===== src/rtl/rob_sequencer_if.sv =====
// Bundle of dispatch, CDB, reorder-buffer strobe, commit and store-commit
// signals. The slave side is the sequencer; the master side is its environment.
interface rob_sequencer_if #(parameter int N = 3);
  logic         disp_valid;
  logic         disp_is_store;
  logic         disp_is_branch;
  logic         disp_ready;
  logic [N-1:0] disp_tag;
  logic         cdb_valid;
  logic [N-1:0] cdb_tag;
  logic         cdb_mispredict;
  logic         rob_we;
  logic         rob_re;
  logic         rob_flush;
  logic         rob_ld_busy;
  logic         rob_busy;
  logic [N-1:0] rob_addr;
  logic         commit_valid;
  logic [N-1:0] commit_tag;
  logic         st_req;
  logic         st_ack;
  logic         flush_out;
  logic [N:0]   count;

  modport master (
    output disp_valid, disp_is_store, disp_is_branch,
    output cdb_valid, cdb_tag, cdb_mispredict,
    output st_ack,
    input  disp_ready, disp_tag,
    input  rob_we, rob_re, rob_flush, rob_ld_busy, rob_busy, rob_addr,
    input  commit_valid, commit_tag, st_req, flush_out, count
  );

  modport slave (
    input  disp_valid, disp_is_store, disp_is_branch,
    input  cdb_valid, cdb_tag, cdb_mispredict,
    input  st_ack,
    output disp_ready, disp_tag,
    output rob_we, rob_re, rob_flush, rob_ld_busy, rob_busy, rob_addr,
    output commit_valid, commit_tag, st_req, flush_out, count
  );
endinterface


===== src/rtl/rob_sequencer.sv =====
// Reorder-buffer control sequencer: in-order allocation at dispatch, done
// marking on CDB broadcast, in-order retirement with a memory handshake for
// stores, and a single-cycle flush after a mispredicted branch retires.
module rob_sequencer #(
  parameter int N = 3
) (
  input logic           clk,
  input logic           rst_n,
  rob_sequencer_if.slave bus
);

  localparam int            DEPTH    = 1 << N;
  localparam logic [N:0]    CAPACITY = (N+1)'(DEPTH - 1);
  localparam logic [N-1:0]  PTR_ONE  = N'(1);
  localparam logic [N:0]    CNT_ONE  = (N+1)'(1);

  typedef enum logic [1:0] {
    RUN,
    ST_WAIT,
    FLUSH
  } state_t;

  state_t             state;
  state_t             state_next;
  logic [N-1:0]       head;
  logic [N-1:0]       tail;
  logic [N:0]         count;
  logic [DEPTH-1:0]   occ;
  logic [DEPTH-1:0]   done;
  logic [DEPTH-1:0]   is_st;
  logic [DEPTH-1:0]   is_br;
  logic [DEPTH-1:0]   mp;

  logic               disp_ready;
  logic               disp_fire;
  logic               cdb_hit;
  logic               head_ready;
  logic               commit_fire;
  logic               st_req;
  logic               flush;

  // Handshake qualification, retirement decisions and next FSM state
  always_comb begin
    state_next  = state;
    commit_fire = 1'b0;
    st_req      = 1'b0;
    flush       = 1'b0;
    head_ready  = occ[head] && done[head];
    disp_ready  = rst_n && (state != FLUSH) && (count < CAPACITY) && !bus.cdb_valid;
    disp_fire   = bus.disp_valid && disp_ready;
    cdb_hit     = bus.cdb_valid && (state != FLUSH) && occ[bus.cdb_tag];
    case (state)
      RUN: begin
        if (head_ready) begin
          if (is_st[head]) begin
            st_req     = 1'b1;
            state_next = ST_WAIT;
          end else begin
            commit_fire = 1'b1;
            if (is_br[head] && mp[head]) begin
              state_next = FLUSH;
            end
          end
        end
      end
      ST_WAIT: begin
        st_req = 1'b1;
        if (bus.st_ack) begin
          commit_fire = 1'b1;
          state_next  = RUN;
        end
      end
      FLUSH: begin
        flush      = 1'b1;
        state_next = RUN;
      end
      default: state_next = RUN;
    endcase
  end

  assign bus.disp_ready   = disp_ready;
  assign bus.disp_tag     = tail;
  assign bus.rob_we       = disp_fire;
  assign bus.rob_ld_busy  = cdb_hit;
  assign bus.rob_busy     = 1'b0;
  assign bus.rob_addr     = cdb_hit ? bus.cdb_tag : '0;
  assign bus.rob_re       = commit_fire;
  assign bus.commit_valid = commit_fire;
  assign bus.commit_tag   = commit_fire ? head : '0;
  assign bus.st_req       = st_req;
  assign bus.rob_flush    = flush;
  assign bus.flush_out    = flush;
  assign bus.count        = count;

  // FSM state register; reset abandons any pending store or flush
  always_ff @(posedge clk or negedge rst_n) begin
    if (!rst_n) begin
      state <= RUN;
    end else begin
      state <= state_next;
    end
  end

  // Pointers, occupancy count and per-entry status bits
  always_ff @(posedge clk or negedge rst_n) begin
    if (!rst_n) begin
      head  <= '0;
      tail  <= '0;
      count <= '0;
      occ   <= '0;
      done  <= '0;
      is_st <= '0;
      is_br <= '0;
      mp    <= '0;
    end else if (state == FLUSH) begin
      head  <= '0;
      tail  <= '0;
      count <= '0;
      occ   <= '0;
      done  <= '0;
      is_st <= '0;
      is_br <= '0;
      mp    <= '0;
    end else begin
      if (cdb_hit) begin
        done[bus.cdb_tag] <= 1'b1;
        mp[bus.cdb_tag]   <= bus.cdb_mispredict;
      end
      if (disp_fire) begin
        occ[tail]   <= 1'b1;
        done[tail]  <= 1'b0;
        mp[tail]    <= 1'b0;
        is_st[tail] <= bus.disp_is_store;
        is_br[tail] <= bus.disp_is_branch;
        tail        <= tail + PTR_ONE;
      end
      if (commit_fire) begin
        occ[head] <= 1'b0;
        head      <= head + PTR_ONE;
      end
      case ({disp_fire, commit_fire})
        2'b10:   count <= count + CNT_ONE;
        2'b01:   count <= count - CNT_ONE;
        default: count <= count;
      endcase
    end
  end

endmodule


===== src/flat_wrapper.sv =====
// flat-port wrapper written by rule: the top's interface ports become plain ports
module rob_sequencer_flat 
#(
  parameter int N = 3
)
  (clk, rst_n, bus_disp_valid, bus_disp_is_store, bus_disp_is_branch, bus_cdb_valid, bus_cdb_tag, bus_cdb_mispredict, bus_st_ack, bus_disp_ready, bus_disp_tag, bus_rob_we, bus_rob_re, bus_rob_flush, bus_rob_ld_busy, bus_rob_busy, bus_rob_addr, bus_commit_valid, bus_commit_tag, bus_st_req, bus_flush_out, bus_count);
  rob_sequencer_if #(.N(N)) bus_i ();
  input logic clk;
  input logic rst_n;
  input wire logic [$bits(bus_i.disp_valid)-1:0] bus_disp_valid;
  input wire logic [$bits(bus_i.disp_is_store)-1:0] bus_disp_is_store;
  input wire logic [$bits(bus_i.disp_is_branch)-1:0] bus_disp_is_branch;
  input wire logic [$bits(bus_i.cdb_valid)-1:0] bus_cdb_valid;
  input wire logic [$bits(bus_i.cdb_tag)-1:0] bus_cdb_tag;
  input wire logic [$bits(bus_i.cdb_mispredict)-1:0] bus_cdb_mispredict;
  input wire logic [$bits(bus_i.st_ack)-1:0] bus_st_ack;
  output wire logic [$bits(bus_i.disp_ready)-1:0] bus_disp_ready;
  output wire logic [$bits(bus_i.disp_tag)-1:0] bus_disp_tag;
  output wire logic [$bits(bus_i.rob_we)-1:0] bus_rob_we;
  output wire logic [$bits(bus_i.rob_re)-1:0] bus_rob_re;
  output wire logic [$bits(bus_i.rob_flush)-1:0] bus_rob_flush;
  output wire logic [$bits(bus_i.rob_ld_busy)-1:0] bus_rob_ld_busy;
  output wire logic [$bits(bus_i.rob_busy)-1:0] bus_rob_busy;
  output wire logic [$bits(bus_i.rob_addr)-1:0] bus_rob_addr;
  output wire logic [$bits(bus_i.commit_valid)-1:0] bus_commit_valid;
  output wire logic [$bits(bus_i.commit_tag)-1:0] bus_commit_tag;
  output wire logic [$bits(bus_i.st_req)-1:0] bus_st_req;
  output wire logic [$bits(bus_i.flush_out)-1:0] bus_flush_out;
  output wire logic [$bits(bus_i.count)-1:0] bus_count;
  assign bus_i.disp_valid = bus_disp_valid;
  assign bus_i.disp_is_store = bus_disp_is_store;
  assign bus_i.disp_is_branch = bus_disp_is_branch;
  assign bus_i.cdb_valid = bus_cdb_valid;
  assign bus_i.cdb_tag = bus_cdb_tag;
  assign bus_i.cdb_mispredict = bus_cdb_mispredict;
  assign bus_i.st_ack = bus_st_ack;
  assign bus_disp_ready = bus_i.disp_ready;
  assign bus_disp_tag = bus_i.disp_tag;
  assign bus_rob_we = bus_i.rob_we;
  assign bus_rob_re = bus_i.rob_re;
  assign bus_rob_flush = bus_i.rob_flush;
  assign bus_rob_ld_busy = bus_i.rob_ld_busy;
  assign bus_rob_busy = bus_i.rob_busy;
  assign bus_rob_addr = bus_i.rob_addr;
  assign bus_commit_valid = bus_i.commit_valid;
  assign bus_commit_tag = bus_i.commit_tag;
  assign bus_st_req = bus_i.st_req;
  assign bus_flush_out = bus_i.flush_out;
  assign bus_count = bus_i.count;
  rob_sequencer #(.N(N)) u_core (.clk(clk), .rst_n(rst_n), .bus(bus_i));
endmodule

===== config.mk =====
export PLATFORM = sky130hd
export DESIGN_NAME = rob_sequencer_flat
export DESIGN_NICKNAME = d
export VERILOG_FILES = /design/src/rtl/rob_sequencer_if.sv /design/src/rtl/rob_sequencer.sv /design/src/flat_wrapper.sv
export SDC_FILE = /design/constraint.sdc
export NUM_CORES = 1
export LEC_CHECK = 0
export CAP_MARGIN = 20
export CORE_MARGIN = 3
export CORE_UTILIZATION = 55
export CTS_CLUSTER_SIZE = 20
export DETAILED_ROUTE_END_ITERATION = 12
export PLACE_DENSITY = 0.89
export SYNTH_ARGS = -nofsm -noshare
export SYNTH_HDL_FRONTEND = slang
export SYNTH_SLANG_ARGS = --single-unit
export TNS_END_PERCENT = 10

===== constraint.sdc =====
create_clock -name clk -period 4.25 [get_ports clk]
set_input_delay 0.425 -clock clk [delete_from_list [all_inputs] [get_ports clk]]
set_output_delay 0.425 -clock clk [all_outputs]
set_load 0.01 [all_outputs]

== Word-level counts from Yosys, hierarchy flattened ==
Cells that the tools add are included.

* Bits in registers: 52
* Output and inout port bits: 22
* Logic and storage cells: 110

* Add/subtract/negate cells: 4
* Magnitude comparators: 7
* Equal/unequal tests: 8
* Multiplexer cells: 58
* Bitwise gates (word level): 7
* Reductions and logical operators: 17

{| class="wikitable"
|+ Operator list
! operator !! count
|-
| $mux W8 || 16
|-
| $and A8 B8 Y8 || 3
|-
| $bwmux W8 || 3
|-
| $bmux W1 S3 || 6
|-
| $mux W3 || 6
|-
| $not A8 Y8 || 2
|-
| $or A8 B8 Y8 || 2
|-
| $mux W1 || 15
|-
| $lt A3 B4 Y1 const B || 3
|-
| $logic_and A1 B1 Y1 || 11
|-
| $demux W1 S3 || 3
|-
| $ge A3 B1 Y1 const B || 3
|-
| $mux W2 || 4
|-
| $pmux W4 S2 || 1
|-
| $add A3 B1 Y3 const B || 2
|-
| $add A4 B1 Y4 const B || 1
|-
| $eq A2 B1 Y1 const B || 2
|-
| $eq A2 B2 Y1 const B || 2
|-
| $lt A4 B3 Y1 const B || 1
|-
| $mux W4 || 1
|-
| $ne A2 B2 Y1 const B || 2
|-
| $pmux W1 S2 || 2
|-
| $pmux W2 S2 || 1
|-
| $reduce_bool A2 Y1 || 2
|-
| other kinds (7) || 7
|}

== Longest topological paths before layout ==
Gate-level depths: netlist (run 1).

* Word-level depth: 10
* Mapped depth: 14
* Depth with buffers taken out: 13

== Worst setup path after synthesis (run 1) ==
OpenSTA, ideal clock, no wires.

* Kind: register -> register
* Start: register u_core.head[0]
* End: register u_core.count[3] (netlist: u_core.bus.count[3])
* Data arrival time: 3.200 ns
* Data required time: 4.118 ns
* Setup slack: 0.918 ns
* Cell stages (with the launch flop): 14
* Buffers on the path: 1
* Path through: dfrtp_1 -> buf_6 -> mux4_2 -> mux2i_4 -> nand2_2 -> o31a_1 -> nor2_1 -> ha_1 -> ha_1 -> a31o_2 -> a221oi_1 -> o21ai_0 -> xor2_1 -> nor2_1

* Cells in the longest elaborated chain, start to end: 8
* Elaborated cells on any way between the ends: 15
* Those cells by class: eq/ne (2); mux (11); reduce/logical (2)

{| class="wikitable"
|+ RTL lines
! element !! line !! text
|-
| start: declaration || rob_sequencer.sv:25 || <nowiki>logic [N-1:0] head;</nowiki>
|-
| start signal: assignment || rob_sequencer.sv:139 || <nowiki>head <= head + PTR_ONE;</nowiki>
|-
| $bmux W1 S3 (on tied branches) || rob_sequencer.sv:55, rob_sequencer.sv:48 ||
|-
| $mux W1 (on tied branches) || rob_sequencer.sv:55, rob_sequencer.sv:48 ||
|-
| $mux W1 or $logic_and A1 B1 Y1 (tied branches) || rob_sequencer.sv:55, rob_sequencer.sv:48 ||
|-
| $mux W1 * || rob_sequencer.sv:54 || <nowiki>if (head_ready) begin</nowiki>
|-
| $pmux W1 S2 * || rob_sequencer.sv:52 || <nowiki>case (state)</nowiki>
|-
| named net bus_commit_valid || flat_wrapper.sv:25 || <nowiki>output wire logic [$bits(bus_i.commit_valid)-1:0] bus_commit_valid;</nowiki>
|-
| $eq A2 B1 Y1 or $eq A2 B2 Y1 (tied branches) || rob_sequencer.sv:141 || <nowiki>case ({disp_fire, commit_fire})</nowiki>
|-
| $pmux W4 S2 || rob_sequencer.sv:141 ||
|-
| $mux W4 || rob_sequencer.sv:115 || <nowiki>end else if (state == FLUSH) begin</nowiki>
|-
| end signal: assignment || rob_sequencer.sv:142 || <nowiki>2'b10: count <= count + CNT_ONE;</nowiki>
|-
| end signal: assignment || rob_sequencer.sv:143 || <nowiki>2'b01: count <= count - CNT_ONE;</nowiki>
|-
| end signal: assignment || rob_sequencer.sv:144 || <nowiki>default: count <= count;</nowiki>
|-
| end: declaration || rob_sequencer.sv:27 || <nowiki>logic [N:0] count;</nowiki>
|}

Mark *: on every way through the listed nets, which the timed path passes. The rest lies on a longest branch. The select of a mux whose other input is x is not followed.
A chain may end at the register's enable or synchronous reset.

== Worst setup path after layout (run 1) ==
* Start: register u_core.head[1]
* End: register u_core.count[3] (netlist: u_core.bus.count[3])

* Cells in the longest elaborated chain, start to end: 8
* Elaborated cells on any way between the ends: 15
* Those cells by class: eq/ne (2); mux (11); reduce/logical (2)

{| class="wikitable"
|+ RTL lines
! element !! line
|-
| $bmux W1 S3 (on tied branches) || rob_sequencer.sv:55, rob_sequencer.sv:48
|-
| $mux W1 (on tied branches) || rob_sequencer.sv:55, rob_sequencer.sv:48
|-
| $mux W1 or $logic_and A1 B1 Y1 (tied branches) || rob_sequencer.sv:55, rob_sequencer.sv:48
|-
| $mux W1 * || rob_sequencer.sv:54
|-
| $pmux W1 S2 * || rob_sequencer.sv:52
|-
| $eq A2 B1 Y1 or $eq A2 B2 Y1 (tied branches) || rob_sequencer.sv:141
|-
| $pmux W4 S2 || rob_sequencer.sv:141
|-
| $mux W4 || rob_sequencer.sv:115
|}

Mark *: on every way between the ends. The rest lies on a longest branch, timed or not. The select of a mux whose other input is x is not followed.

==> impl_metrics.env, run 1 <==
export IMPL_synth_top_area_share=0.443
export IMPL_drt_iter0_drc=277
export IMPL_internal_power_mw=1.16
export IMPL_fp_dieArea_um2=6250
export IMPL_final_common_cell="dfrtp_1"
export IMPL_slew_headroom=0.283
export IMPL_final_cell_mix="dfrtp_1 (52), nor2_1 (42), clkdlybuf4s50_1 (30)"
export IMPL_grt_ovfl_total=0
export IMPL_fmax_mhz=261
export IMPL_pwr_share_clk=0.142
export IMPL_final_antenna_net_count=0
export IMPL_h_tree_depth=2
export IMPL_use_met2=0.413
export IMPL_clockRootBuffer="clkbuf_8"
export IMPL_fillers=395
export IMPL_finalSetupViolCount=0
export IMPL_yosys_cell_types_count=47
export IMPL_grt_start_max_net_pins=55
export IMPL_syn_area_um2=2930
export IMPL_clk_insertion_delay_late_ps=320
export IMPL_wl_per_cell_um=17.9
export IMPL_synth_xor_xnor_area_share=0.0179
export IMPL_synth_warnings=0
export IMPL_synth_top_family_by_area="simple AND/OR/NAND/NOR gates"
export IMPL_post_cts_setup_buffers=0
export IMPL_synthCells=310
export IMPL_p_sw_uw=801
export IMPL_finClkSkew_ps=11.4
export IMPL_place_hpwl_um=5210
export IMPL_fin_util=0.678
export IMPL_area_growth_pct=14.2
export IMPL_ctsHoldBuffers=0
export IMPL_finalHoldViolCount=0
export IMPL_tightest_slew_ps=1070
export IMPL_arrival_ps=4040
export IMPL_gr_usage_met3=0.0646
export IMPL_combPwrFrac=0.437
export IMPL_initial_core_util=0.594
export IMPL_instances_no_fill=401
export IMPL_switching_share=0.408
export IMPL_crit_path_start_kind="flop"
export IMPL_cts_clk_slew_worst_paths_ps=90
export IMPL_fp_coreArea_um2=4940
export IMPL_die_height_um=79.0
export IMPL_worstSetupPathType="reg2reg"
export IMPL_rrSetupSlack_ps=410
export IMPL_grt_pass1_vias=2454
export IMPL_synth_main_ff_cell="dfrtp_1"
export IMPL_grt_met1_usage=0.309
export IMPL_vdd_drop_max_mv=0.497
export IMPL_worstRegToRegCells=12
export IMPL_critPathCaptureType="flop"
export IMPL_cts_path_max_buffers=2
export IMPL_synth_edf_count=0
export IMPL_synth_simple_area_share=0.216
export IMPL_r2r_start="u_core.head[1]"
export IMPL_crit_path_max_fanout=18
export IMPL_crit_required_ps=4450
export IMPL_grt_usage=0.249
export IMPL_finalCritPeriodShare=0.903
export IMPL_synth_area_leader_cell="dfrtp_1"
export IMPL_drt_wl_total_um=7180
export IMPL_cts_tree="done"
export IMPL_synth_area_leaders="dfrtp_1 (44%), mux2i_1 (9.2%), nor2_1 (5.4%), nor3_1 (4.8%), mux4_2 (3.1%)"
export IMPL_rsz0062_at_grt="no"
export IMPL_syn_nets=327
export IMPL_top_usage_layer="met2"
export IMPL_grt_pass1_wl_um=11900
export IMPL_vias=2469
export IMPL_die_w_um=79.0
export IMPL_nNetsFinal=350
export IMPL_diodes=0
export IMPL_r2r_end="u_core.bus.count[3]"
export IMPL_cts_buffers=5
export IMPL_layout_min_cycle_time_ps=3840
export IMPL_seqPwrFrac=0.421
export IMPL_via_per_inst=6.16
export IMPL_cts_sinks=52
export IMPL_drive_above_1_share=0.0719
export IMPL_synthMuxAreaShare=0.134
export IMPL_synthAdderAreaFrac=0.0256
export IMPL_async_flop_share=1.00
export IMPL_cts_resized=0
export IMPL_ys_seq_area_frac=0.443
export IMPL_place_gp_congestion=0.937
export IMPL_status="finished, final reports clean"
export IMPL_post_place_cells=393
export IMPL_tns_ps=0
export IMPL_power_density_nw_per_um2=585
export IMPL_rows=25
export IMPL_port_buffers=31
export IMPL_ys_ff_latch=52
export IMPL_syn_area_per_cell_um2=9.46
export IMPL_ioPinCount=33
export IMPL_hp_class="in2async"
export IMPL_dr_pass1_iters=4
export IMPL_drcViolationCount=0
export IMPL_slew_viol_final=0
export IMPL_antenna_found_initial=0
export IMPL_p_leak_nw=1.37
export IMPL_drv_cap=0
export IMPL_synth_compound_area_frac=0.114
per-layer routing:
metal	vias up	share of wire
li1	1160	-
met1	1191	0.42
met2	98	0.48
met3	20	0.074
met4	0	0.024
met5	-	0
per-stage QoR:
step           power, mW  worst slack [ps]  hold slack (ps)  cell area (µm²)
6_report            1.96               412              250             3350
5_1_grt             2.11              61.4              297             3350
4_1_cts             1.96               464              277             3350
3_5_place_dp        1.67               524              516             3260
3_3_place_gp        1.63               718              503             3260
2_1_floorplan       1.38               918              129             2930
cells by family after synthesis:
| family | count (synthesis) |
|---|---|
| buffers and inverters | 30 |
| flip-flops | 52 |
| AO/OA/AOI/OAI | 51 |
| other | 1 |
| adder cells (fa/ha/maj) | 6 |
| AND/OR/NAND/NOR | 131 |
| XOR/XNOR | 6 |
| multiplexers | 33 |
power by group through the flow:
stage	combinational, mW	clock [mW]	sequential [mW]
2_1_floorplan	0.619	0	0.764
3_3_place_gp	0.815	0	0.818
3_5_place_dp	0.843	0	0.828
4_1_cts	0.858	0.282	0.821
5_1_grt	0.956	0.302	0.848
6_report	0.857	0.279	0.826
worst max-delay path, stage by stage (launching register included):
cell,delay (ps)
dfrtp_1,710
nor2b_1,310
o21ai_0,160
a41oi_1,550
o31a_1,320
nor2_1,130
ha_1,300
ha_1,360
a31o_2,260
a221oi_1,270
o21ai_0,150
xor2_1,150
nor2_1,50
state kept, by name, summed over array words and instances, names as in the netlist:
name / flops
u_core.bus.count: 4
u_core.bus.disp_tag: 3
u_core.done: 8
u_core.head: 3
u_core.is_br: 8
u_core.is_st: 8
u_core.mp: 8
u_core.occ: 8
u_core.state: 2
worst max-delay path by stage:
stage	startpoint	endpoint	slack, ps	cells past startpoint
after detailed placement	u_core.head[1]	u_core.bus.count[3]	520	12
after CTS	u_core.head[1]	u_core.bus.count[3]	460	12
after global placement	u_core.head[1]	u_core.bus.count[3]	720	12
after floorplan	u_core.head[0]	u_core.bus.count[3]	920	13
final	u_core.head[1]	u_core.bus.count[3]	410	12
after global routing	u_core.head[1]	u_core.bus.count[3]	60	12
final cells by class:
class | instances | area [µm²] | area share
inverters | 9 | 33.8 | 0.0101
well taps | 67 | 83.8 | 0.0250
flip-flops and latches | 52 | 1300 | 0.388
repair buffers | 37 | 350 | 0.105
multi-input cells | 228 | 1500 | 0.446
clock inverters | 2 | 13.8 | 0.00411
clock buffers | 6 | 72.6 | 0.0217
synthesized netlist by cell type (all sizes together) (2+ instances only):
library cell and number:
a211oi 2, a21oi 6, a31oi 11, and2 3
buf 9, clkbuf 12, dfrtp 52, ha 6
inv 9, mux2i 28, mux4 4, nand2 21
nand2b 3, nand3 9, nand3b 5, nand4 2
nor2 42, nor2b 6, nor3 28, nor3b 2
nor4 6, o211ai 5, o21ai 15, or3 2
or4 2, xnor2 2, xor2 4
(Power assumes the default switching activity.)
==> run 2: changes to the inputs <==
CTS_CLUSTER_SIZE = 14   (was 20)
clock period = 4.5 ns   (was 4.25 ns; I/O delays follow)
==> impl_metrics.env, run 2 (synthesis results as in run 1) <==
export IMPL_tns_ps=0
export IMPL_finalSetupViolCount=0
export IMPL_p_leak_nw=1.38
export IMPL_internal_power_mw=1.14
export IMPL_grt_usage=0.250
export IMPL_vdd_drop_max_mv=0.388
export IMPL_cts_clk_slew_worst_paths_ps=90
export IMPL_seqPwrFrac=0.420
export IMPL_fin_util=0.681
export IMPL_vias=2449
export IMPL_p_sw_uw=747
export IMPL_rows=25
export IMPL_die_height_um=79.0
export IMPL_fmax_mhz=260
export IMPL_slew_headroom=0.298
export IMPL_drcViolationCount=0
export IMPL_rsz0062_at_grt="no"
export IMPL_via_per_inst=6.12
export IMPL_ctsHoldBuffers=0
export IMPL_finalCritPeriodShare=0.856
export IMPL_grt_pass1_wl_um=12000
export IMPL_clockRootBuffer="clkbuf_8"
export IMPL_grt_pass1_vias=2411
export IMPL_place_hpwl_um=5230
export IMPL_power_density_nw_per_um2=562
export IMPL_cts_tree="done"
export IMPL_port_buffers=31
export IMPL_antenna_found_initial=0
export IMPL_cts_buffers=5
export IMPL_drt_wl_total_um=7210
export IMPL_cts_resized=0
export IMPL_pwr_share_clk=0.167
export IMPL_drt_iter0_drc=290
export IMPL_wl_per_cell_um=18.0
export IMPL_clk_insertion_delay_late_ps=310
export IMPL_arrival_ps=4040
export IMPL_initial_core_util=0.594
export IMPL_switching_share=0.395
export IMPL_cts_path_max_buffers=2
export IMPL_drive_above_1_share=0.0691
export IMPL_area_growth_pct=14.7
export IMPL_fp_dieArea_um2=6250
export IMPL_finalHoldViolCount=0
export IMPL_hp_class="in2async"
export IMPL_dr_pass1_iters=5
export IMPL_nNetsFinal=349
export IMPL_die_w_um=79.0
export IMPL_drv_cap=0
export IMPL_h_tree_depth=2
export IMPL_worstSetupPathType="reg2reg"
export IMPL_grt_ovfl_total=0
export IMPL_max_stage_delay_ps=710
export IMPL_layout_min_cycle_time_ps=3850
export IMPL_finClkSkew_ps=8.44
export IMPL_diodes=0
export IMPL_fp_coreArea_um2=4940
export IMPL_grt_start_max_net_pins=55
export IMPL_tightest_slew_ps=1040
export IMPL_crit_slowest_cell="dfrtp_1"
export IMPL_crit_path_max_fanout=18
export IMPL_status="finished, final reports clean"
export IMPL_final_antenna_net_count=0
export IMPL_combPwrFrac=0.413
export IMPL_ioPinCount=33
export IMPL_critPathCaptureType="flop"
export IMPL_crit_required_ps=4690
export IMPL_place_gp_congestion=0.934
export IMPL_final_common_cell="dfrtp_1"
export IMPL_path_cells="mux4_2 > mux2i_4 > nand2_2 > o31a_1 > nor2_1 > ha_1 > ha_1 > a31o_2 > a221oi_1 > o21ai_0 > xor2_1 > nor2_1"
export IMPL_fillers=408
export IMPL_final_cell_mix="dfrtp_1 (52), nor2_1 (42), clkdlybuf4s50_1 (30)"
export IMPL_cp_top_family="compound AO/OA/AOI/OAI gates"
export IMPL_crit_path_start_kind="flop"
export IMPL_crit_buf_inv=0
export IMPL_cts_sinks=52
export IMPL_slew_viol_final=0
export IMPL_post_cts_setup_buffers=0
[run 2: cell types whose count changed in the layout (fill, tap and decap cells not counted), sizes merged]
cell / before / now
buf: 7 / 6
bufinv: 0 / 1
inv: 10 / 9
[run 2: path summary, 6_finish.rpt]
path,start,endpoint,slack [ps],cells past startpoint
worst max-delay path,u_core.head[0],u_core.bus.count[3],650,12
worst min-delay path,rst_n,u_core.mp[4],280,2
worst max register to register,u_core.head[0],u_core.bus.count[3],650,12
worst min register to register,u_core.is_st[4],u_core.is_st[4],530,2
max in group asynchronous,rst_n,u_core.head[1],3770,2
min in group clk,u_core.is_st[4],u_core.is_st[4],530,2
[run 2: power by group through the flow]
stage | Combinational (mW) | Clock, mW | Sequential [mW]
after floorplan | 0.585 | 0 | 0.722
after global placement | 0.745 | 0 | 0.788
after detailed placement | 0.776 | 0 | 0.799
after CTS | 0.780 | 0.323 | 0.790
after global routing | 0.872 | 0.340 | 0.817
final | 0.781 | 0.316 | 0.795
[run 2: routing by layer]
metal	global-route usage	share of wire	up-vias	wire, µm
li1	-	-	1161	-
met1	0.342	0.44	1179	3160
met2	0.396	0.47	91	3420
met3	0.0465	0.060	18	435
met4	0.0962	0.027	0	193
met5	0	0	-	0
[run 2: final cells by class]
type / count / area (µm²) / area share
clock buffers: 6 / 72.6 / 0.0216
repair buffers: 36 / 343 / 0.102
flip-flops and latches: 52 / 1300 / 0.387
clock inverters: 2 / 35.0 / 0.0104
multi-input cells: 228 / 1500 / 0.444
inverters: 9 / 33.8 / 0.0100
well taps: 67 / 83.8 / 0.0249
[run 2: per-stage QoR]
stage / instances / setup slack [ps] / total power, mW / hold WS (ps) / cell area [µm²]
6_report: 400 / 650 / 1.89 / 280 / 3360
5_1_grt: 400 / 371 / 2.03 / 324 / 3360
4_1_cts: 400 / 655 / 1.89 / 294 / 3360
3_5_place_dp: 392 / 677 / 1.57 / 515 / 3260
3_3_place_gp: 392 / 843 / 1.53 / 502 / 3260
2_1_floorplan: 310 / 1170 / 1.31 / 154 / 2930
[run 2: worst register-to-register path: stages (launching register included)]
cell	delay [ps]
dfrtp_1	710
mux4_2	610
mux2i_4	170
nand2_2	100
o31a_1	320
nor2_1	300
ha_1	330
ha_1	310
a31o_2	260
a221oi_1	280
o21ai_0	150
xor2_1	150
nor2_1	50
==> run 3: changes to the inputs <==
MAX_ROUTING_LAYER = met4   (was unset)
==> impl_metrics.env, run 3 (synthesis results as in run 1) <==
export IMPL_max_stage_delay_ps=710
export IMPL_rsz0062_at_grt="no"
export IMPL_slew_headroom=0.288
export IMPL_tightest_slew_ps=1060
export IMPL_p_leak_nw=1.38
export IMPL_grt_start_max_net_pins=55
export IMPL_arrival_ps=4140
export IMPL_power_density_nw_per_um2=564
export IMPL_fp_dieArea_um2=6250
export IMPL_worst_hold_slack_ps=264
export IMPL_finalCritPeriodShare=0.867
export IMPL_cts_clk_slew_worst_paths_ps=100
export IMPL_die_w_um=79.0
export IMPL_area_growth_pct=15.0
export IMPL_place_hpwl_um=5180
export IMPL_fp_coreArea_um2=4940
export IMPL_ctsHoldBuffers=0
export IMPL_place_gp_congestion=0.988
export IMPL_via_per_inst=6.22
export IMPL_finalSetupViolCount=0
export IMPL_die_height_um=79.0
export IMPL_grt_pass1_vias=2325
export IMPL_hp_class="in2async"
export IMPL_drt_wl_total_um=7110
export IMPL_crit_slowest_cell="dfrtp_1"
export IMPL_grt_usage=0.253
export IMPL_nNetsFinal=349
export IMPL_initial_core_util=0.594
export IMPL_diodes=0
export IMPL_layout_min_cycle_time_ps=3900
export IMPL_drive_above_1_share=0.0721
export IMPL_crit_required_ps=4740
export IMPL_final_antenna_net_count=0
export IMPL_h_tree_depth=2
export IMPL_post_place_ws_ps=660
export IMPL_finalHoldViolCount=0
export IMPL_cts_tree="done"
export IMPL_worstSetupPathType="reg2reg"
export IMPL_drt_iter0_drc=221
export IMPL_drv_cap=0
export IMPL_critPathCaptureType="flop"
export IMPL_rows=25
export IMPL_antenna_found_initial=0
export IMPL_vdd_drop_max_mv=0.440
export IMPL_cp_top_family="compound AO/OA/AOI/OAI gates"
export IMPL_ioPinCount=33
export IMPL_final_common_cell="dfrtp_1"
export IMPL_cts_resized=0
export IMPL_finClkSkew_ps=8.55
export IMPL_clockRootBuffer="clkbuf_8"
export IMPL_tns_ps=0
export IMPL_postLayoutCellArea_um2=3370
export IMPL_cts_buffers=5
export IMPL_grt_pass1_wl_um=11900
export IMPL_grt_ovfl_total=0
export IMPL_crit_path_start_kind="flop"
export IMPL_port_buffers=31
export IMPL_vias=2486
export IMPL_crit_buf_inv=0
export IMPL_slew_viol_final=0
export IMPL_power_mw=1.90
export IMPL_status="finished, final reports clean"
export IMPL_cts_path_max_buffers=2
export IMPL_drcViolationCount=0
export IMPL_setup_slack_ps=599
export IMPL_fmax_mhz=256
export IMPL_wl_per_cell_um=17.8
export IMPL_final_cell_mix="dfrtp_1 (52), nor2_1 (42), clkdlybuf4s50_1 (30)"
export IMPL_post_cts_setup_buffers=0
export IMPL_cts_sinks=52
export IMPL_clk_insertion_delay_late_ps=310
export IMPL_dr_pass1_iters=5
export IMPL_path_cells="mux4_2 > mux2i_4 > nand2_2 > o31a_1 > nor2_1 > ha_1 > ha_1 > a31o_2 > a221oi_1 > o21ai_0 > xor2_1 > nor2_1"
export IMPL_crit_path_max_fanout=18
export IMPL_placed_cell_area_um2=3260
## run 3: changes by cell type in the layout (fill, tap and decap cells not counted), sizes merged
cell,delta
clkbuf,-1
clkinv,+1
## run 3: layer usage
| layer | vias to the layer above | global-route usage | wire length (µm) |
|---|---|---|---|
| li1 | 1157 | - | - |
| met5 | - | - | 0 |
| met2 | 131 | 0.388 | 3410 |
| met4 | 0 | 0.0704 | 97 |
| met1 | 1186 | 0.347 | 3060 |
| met3 | 12 | 0.0488 | 549 |
## run 3: final cells by class
type | instances | area (µm²)
timing repair buffer | 36 | 343
tap | 67 | 83.8
multi-input combinational | 228 | 1500
fill | 422 | 1570
clock buffer | 5 | 68.8
inverter | 9 | 33.8
clock inverter | 3 | 47.5
sequential | 52 | 1300
## run 3: final timing paths
path,startpoint,endpoint,slack (ps),cells past startpoint
worst max-delay path,u_core.head[0],u_core.bus.count[3],600,12
worst min-delay path,rst_n,u_core.mp[4],260,2
worst max register to register,u_core.head[0],u_core.bus.count[3],600,12
worst min register to register,u_core.is_st[3],u_core.is_st[3],520,2
max in group asynchronous,rst_n,u_core.is_st[6],3780,2
min in group clk,u_core.is_st[3],u_core.is_st[3],520,2
## run 3: power by group
| group | internal [mW] | switching [mW] |
|---|---|---|
| clock | 0.168 | 0.158 |
| combinational | 0.367 | 0.415 |
| sequential | 0.613 | 0.181 |
| total | 1.15 | 0.754 |
## run 3: worst register-to-register path: stages, from the launching register on
cell and delay (ps):
dfrtp_1 710, mux4_2 620, mux2i_4 170, nand2_2 110, o31a_1 320, nor2_1 300, ha_1 340, ha_1 320
a31o_2 270, a221oi_1 270, o21ai_0 140, xor2_1 160, nor2_1 100
## run 3: per-stage QoR
| stage | util | std cells |
|---|---|---|
| global route | 0.683 | 400 |
| CTS | 0.683 | 400 |
| finish | 0.683 | 400 |
| detailed placement | 0.659 | 392 |
| global placement | 0.659 | 392 |
| floorplan | - | 310 |
==> RTL change 1 (config.mk and constraints of run 2) <==
Reset style: synchronous (`rst_n`), changed in 2 clocked blocks.
--- a/src/rtl/rob_sequencer.sv
+++ b/src/rtl/rob_sequencer.sv
@@ -94,5 +94,5 @@
 
   // FSM state register; reset abandons any pending store or flush
-  always_ff @(posedge clk or negedge rst_n) begin
+  always_ff @(posedge clk) begin
     if (!rst_n) begin
       state <= RUN;
@@ -103,5 +103,5 @@
 
   // Pointers, occupancy count and per-entry status bits
-  always_ff @(posedge clk or negedge rst_n) begin
+  always_ff @(posedge clk) begin
     if (!rst_n) begin
       head  <= '0;
Formal check against the unedited RTL: differs if rst_n is asserted again (counterexample within 4 cycles, from zero or initial values and one cycle with rst_n low); with rst_n held inactive, the same outputs for 4 cycles.
==> RTL change 1 against run 2 <==
Cell area shrank 4.9%; critical path depth fell by 5; routed wire length decreased by 3.7%; register-to-register slack gained 0.25 ns; area after synthesis down 5.2%; fmax rose by 3.3%; sequential cell count unchanged; global-route usage shrank 1.8 points; setup slack improved by 0.12 ns; critical path type is now register to output port.
Power is not compared: it rests on default switching activity, and its combinational part moved more than twofold at a synthesized area within 25%.
==> RTL change 1: results (changes against run 2) <==
[place] Cell Area, Placed 3083 um^2 [-5.3%]
[place] RD Place Congestion 0.8677 [-7.1%]
[worst_setup_path] endpoint of the worst setup timing path bus_commit_tag[1]
[cells_and_area] layout multi-input combinational cell count 247 [+8.3%]
[timing] largest clock skew in the final design 0.007341 ns [-0.001095 ns]
[grt] GR met3 Demand/Resource 4.695% [+0.046 points]
[worst_setup_path] arrival time at the worst endpoint 3.28 ns [-0.76 ns]
[routing] starting DRC count in detailed routing 277 [-4.5%]
[logic_synthesis] cell types with the largest area share after synthesis sky130_fd_sc_hd__dfxtp_1 (37%), sky130_fd_sc_hd__mux2i_1 (9.4%), sky130_fd_sc_hd__nor2_1 (5.5%)
[worst_setup_path] Max stage delay cell, worst path sky130_fd_sc_hd__dfxtp_1
[logic_synthesis] compound-cell area share of the yosys netlist 12.87% [+1.4 points]
[timing] relative slew slack 32.88% [+3.0 points]
[worst_setup_path] end of the worst register-to-register path u_core.bus.count[2]$_SDFFE_PP0P_
[cells_and_area] sequential share of cell area 32.55% [-6.1 points]
[worst_setup_path] crit-path leading delay family flip-flops
[cells_and_area] non-clock inverter count in the final layout 7 [-2]
[cells_and_area] Clock Buffer Count 5 [-1]
[grt] global-route wire length before repair 11.16 mm [-7.0%]
[grt] pin count of the biggest net entering global routing 41 [-25%]
[worst_setup_path] crit-path max FO 24 [+6]
[worst_setup_path] register-to-register setup slack 0.90 ns [+0.25 ns]
[cells_and_area] fraction of standard cell area in multi-input logic 50.16% [+5.7 points]
[worst_setup_path] worst r2r src u_core.head[1]$_SDFFE_PP0N_
[worst_setup_path] maximum single-stage delay on the critical path 0.89 ns [+0.18 ns]
[logic_synthesis] Async SR Flop Fraction 0% [-100 points]
[grt] met1 demand-to-capacity share in global routing 31.94% [-2.3 points]
[cells_and_area] clock network area share 3.599% [+0.40 points]
[cells_and_area] fill cell total of the finished layout 405 [-0.74%]
[min_path] Tightest Hold Check Type register to register
[logic_synthesis] synthesized netlist net count 342 [+4.6%]
[outcome] outcome finished, final reports clean
[logic_synthesis] sequential element share of the synthesized area 37.43% [-6.9 points]
[routing] Met2 Routed Length 3.173 mm [-7.2%]
[cells_and_area] fraction of layout cells with a size suffix above 1 6.916% [+0.0095 points]
[place] half-perimeter wire length after detailed placement 5.072 mm [-3.0%]
[routing] routed wire length per instance 16.77 um [-6.9%]
==> RTL change 1: cell types whose count changed in the layout (fill, tap and decap cells not counted), moves of 6 or more <==
cell,before,now
sky130_fd_sc_hd__nor3_1,28,21
sky130_fd_sc_hd__nand2_1,20,32
sky130_fd_sc_hd__o21ai_0,15,22
sky130_fd_sc_hd__dfxtp_1,0,52
sky130_fd_sc_hd__dfrtp_1,52,0
sky130_fd_sc_hd__and3_1,0,6
==> RTL change 1: through the flow <==
stage	hold slack, ns	setup slack (ns)	power (uW)	instances
2_1_floorplan	0.4315	1.642	517.7	326
6_report	0.4767	0.7715	861.7	414
4_1_cts	0.4741	0.8099	861.5	414
5_1_grt	0.5021	0.6260	887.1	414
3_5_place_dp	0.4602	0.9981	542.7	406
3_3_place_gp	0.4570	1.198	541.0	406
==> RTL change 1: cell families (layout without fill, tap and decap cells) <==
group,count (synthesis),after routing
compound gates,56,56
xor+xnor,6,6
fa+ha+maj,5,5
buf+inv,27,48
flops,52,52
mux,29,29
other cells,1,1
simple gates,150,150
==> RTL change 2 (settings of run 2) <==
Without the edit above. `N` is set to 3 in 3 places; all go to 4.
--- a/src/rtl/rob_sequencer_if.sv
+++ b/src/rtl/rob_sequencer_if.sv
@@ -1,5 +1,5 @@
 // Bundle of dispatch, CDB, reorder-buffer strobe, commit and store-commit
 // signals. The slave side is the sequencer; the master side is its environment.
-interface rob_sequencer_if #(parameter int N = 3);
+interface rob_sequencer_if #(parameter int N = 4);
   logic         disp_valid;
   logic         disp_is_store;
--- a/src/rtl/rob_sequencer.sv
+++ b/src/rtl/rob_sequencer.sv
@@ -3,5 +3,5 @@
 // stores, and a single-cycle flush after a mispredicted branch retires.
 module rob_sequencer #(
-  parameter int N = 3
+  parameter int N = 4
 ) (
   input logic           clk,
--- a/src/flat_wrapper.sv
+++ b/src/flat_wrapper.sv
@@ -2,5 +2,5 @@
 module rob_sequencer_flat 
 #(
-  parameter int N = 3
+  parameter int N = 4
 )
   (clk, rst_n, bus_disp_valid, bus_disp_is_store, bus_disp_is_branch, bus_cdb_valid, bus_cdb_tag, bus_cdb_mispredict, bus_st_ack, bus_disp_ready, bus_disp_tag, bus_rob_we, bus_rob_re, bus_rob_flush, bus_rob_ld_busy, bus_rob_busy, bus_rob_addr, bus_commit_valid, bus_commit_tag, bus_st_req, bus_flush_out, bus_count);
Ports: changed (5 resized); port bits go from 33 to 38. The function was not compared with the original's and may differ.
==> RTL change 2 against run 2 <==
Sequential cell count rose by 43; routed wire length up 87%; power up 31%; cell area rose by 77%; non-clock buffer count up 11; highest routed layer unchanged; area after synthesis up 81%; setup slack worse by 0.31 ns; synthesized cell count is 61% higher; first-iteration DRC count rose by 67%.
==> RTL change 2: results (changes against run 2) <==
[outcome] outcome finished, final reports clean
[grt] pin count of the biggest net entering global routing 79 [+44%]
[routing] vias per cell 6.498 [+6.1%]
[worst_setup_path] maximum single-stage delay on the critical path 0.62 ns [-0.09 ns]
[power_and_ir_drop] leakage power figure 0.002843 uW [+110%]
[worst_setup_path] crit-path max FO 9 [-9]
[grt] via count of the first global-routing pass 4,194 [+74%]
[logic_synthesis] synthesized netlist net count 524 [+60%]
[worst_setup_path] end of the worst register-to-register path u_core.bus.count[4]$_DFFE_PN0P_
[worst_setup_path] register-to-register setup slack 0.34 ns [-0.31 ns]
[clock_tree] CTS Buf Count 9 [+4]
[power_and_ir_drop] Switching Fraction 34.73% [-4.8 points]
[power_and_ir_drop] relative contribution of sequential cells to total power 47.9% [+5.9 points]
[logic_synthesis] distinct cell type count after synthesis 55 [+17%]
[cells_and_area] Layout Nets 548 [+57%]
[logic_synthesis] sequential element share of the synthesized area 44.67% [+0.32 points]
[logic_synthesis] adder and majority gate portion of the synthesized area 2.822% [+0.26 points]
[cells_and_area] fill cell total of the finished layout 707 [+73%]
[logic_synthesis] compound-cell area share of the yosys netlist 9.875% [-1.6 points]
[clock_tree] Max H-tree Level 3 [+1]
[routing] number of detailed-routing iterations run before antenna repair 6 [+1]
[timing] post-route worst hold slack 0.4694 ns [+0.1897 ns]
[place] RD Place Congestion 0.9333 [about the same]
[logic_synthesis] post-synthesis xor/xnor area fraction 1.317% [-0.47 points]
[logic_synthesis] mux contribution to synthesized area 17.35% [+3.9 points]
[routing] starting DRC count in detailed routing 485 [+67%]
[power_and_ir_drop] largest vdd supply drop 0.0003445 V [-11%]
[place] placed cell count 641 [+64%]
[logic_synthesis] cells after synthesis 500 [+61%]
[place] pre-CTS setup slack 0.2841 ns [-0.3930 ns]
[timing] largest clock skew in the final design 0.01392 ns [+0.005485 ns]
[grt] Tot GR Track Use 25.64% [+0.63 points]
[timing] relative slew slack 34.65% [+4.8 points]
RTL change 2: cell types whose count changed after synthesis, sizes merged, moves of 9 or more:
cell	change
o221a	+17
dfrtp	+43
mux4	+13
nor2	+47
mux2i	+23
o21ai	-12
nand2	-9
RTL change 2: layer usage:
| layer | part of all wire (%) | up-vias | GRT usage (%) |
|---|---|---|---|
| li1 | - | 1872 | - |
| met1 | 40 | 2121 | 34.96 |
| met2 | 49 | 240 | 40.45 |
| met3 | 8.6 | 43 | 5.276 |
| met4 | 2.7 | 0 | 9.877 |
| met5 | 0 | - | 0 |
RTL change 2: repair_timing:
item | 4_1_cts | 5_1_grt
hold endpoints to repair | 17 | 0
setup endpoints to repair | 0 | 1
resized for setup | 0 | 1
hold buffers | 1 | 0
RTL change 2: layout make-up:
cell class	count	area share, %
Sequential cell	95	40.00
Inverter	8	0.5051
Clock inverter	7	1.178
Timing Repair Buffer	47	7.450
Clock buffer	9	2.083
Multi-Input combinational cell	363	46.06
Tap cell	129	2.715
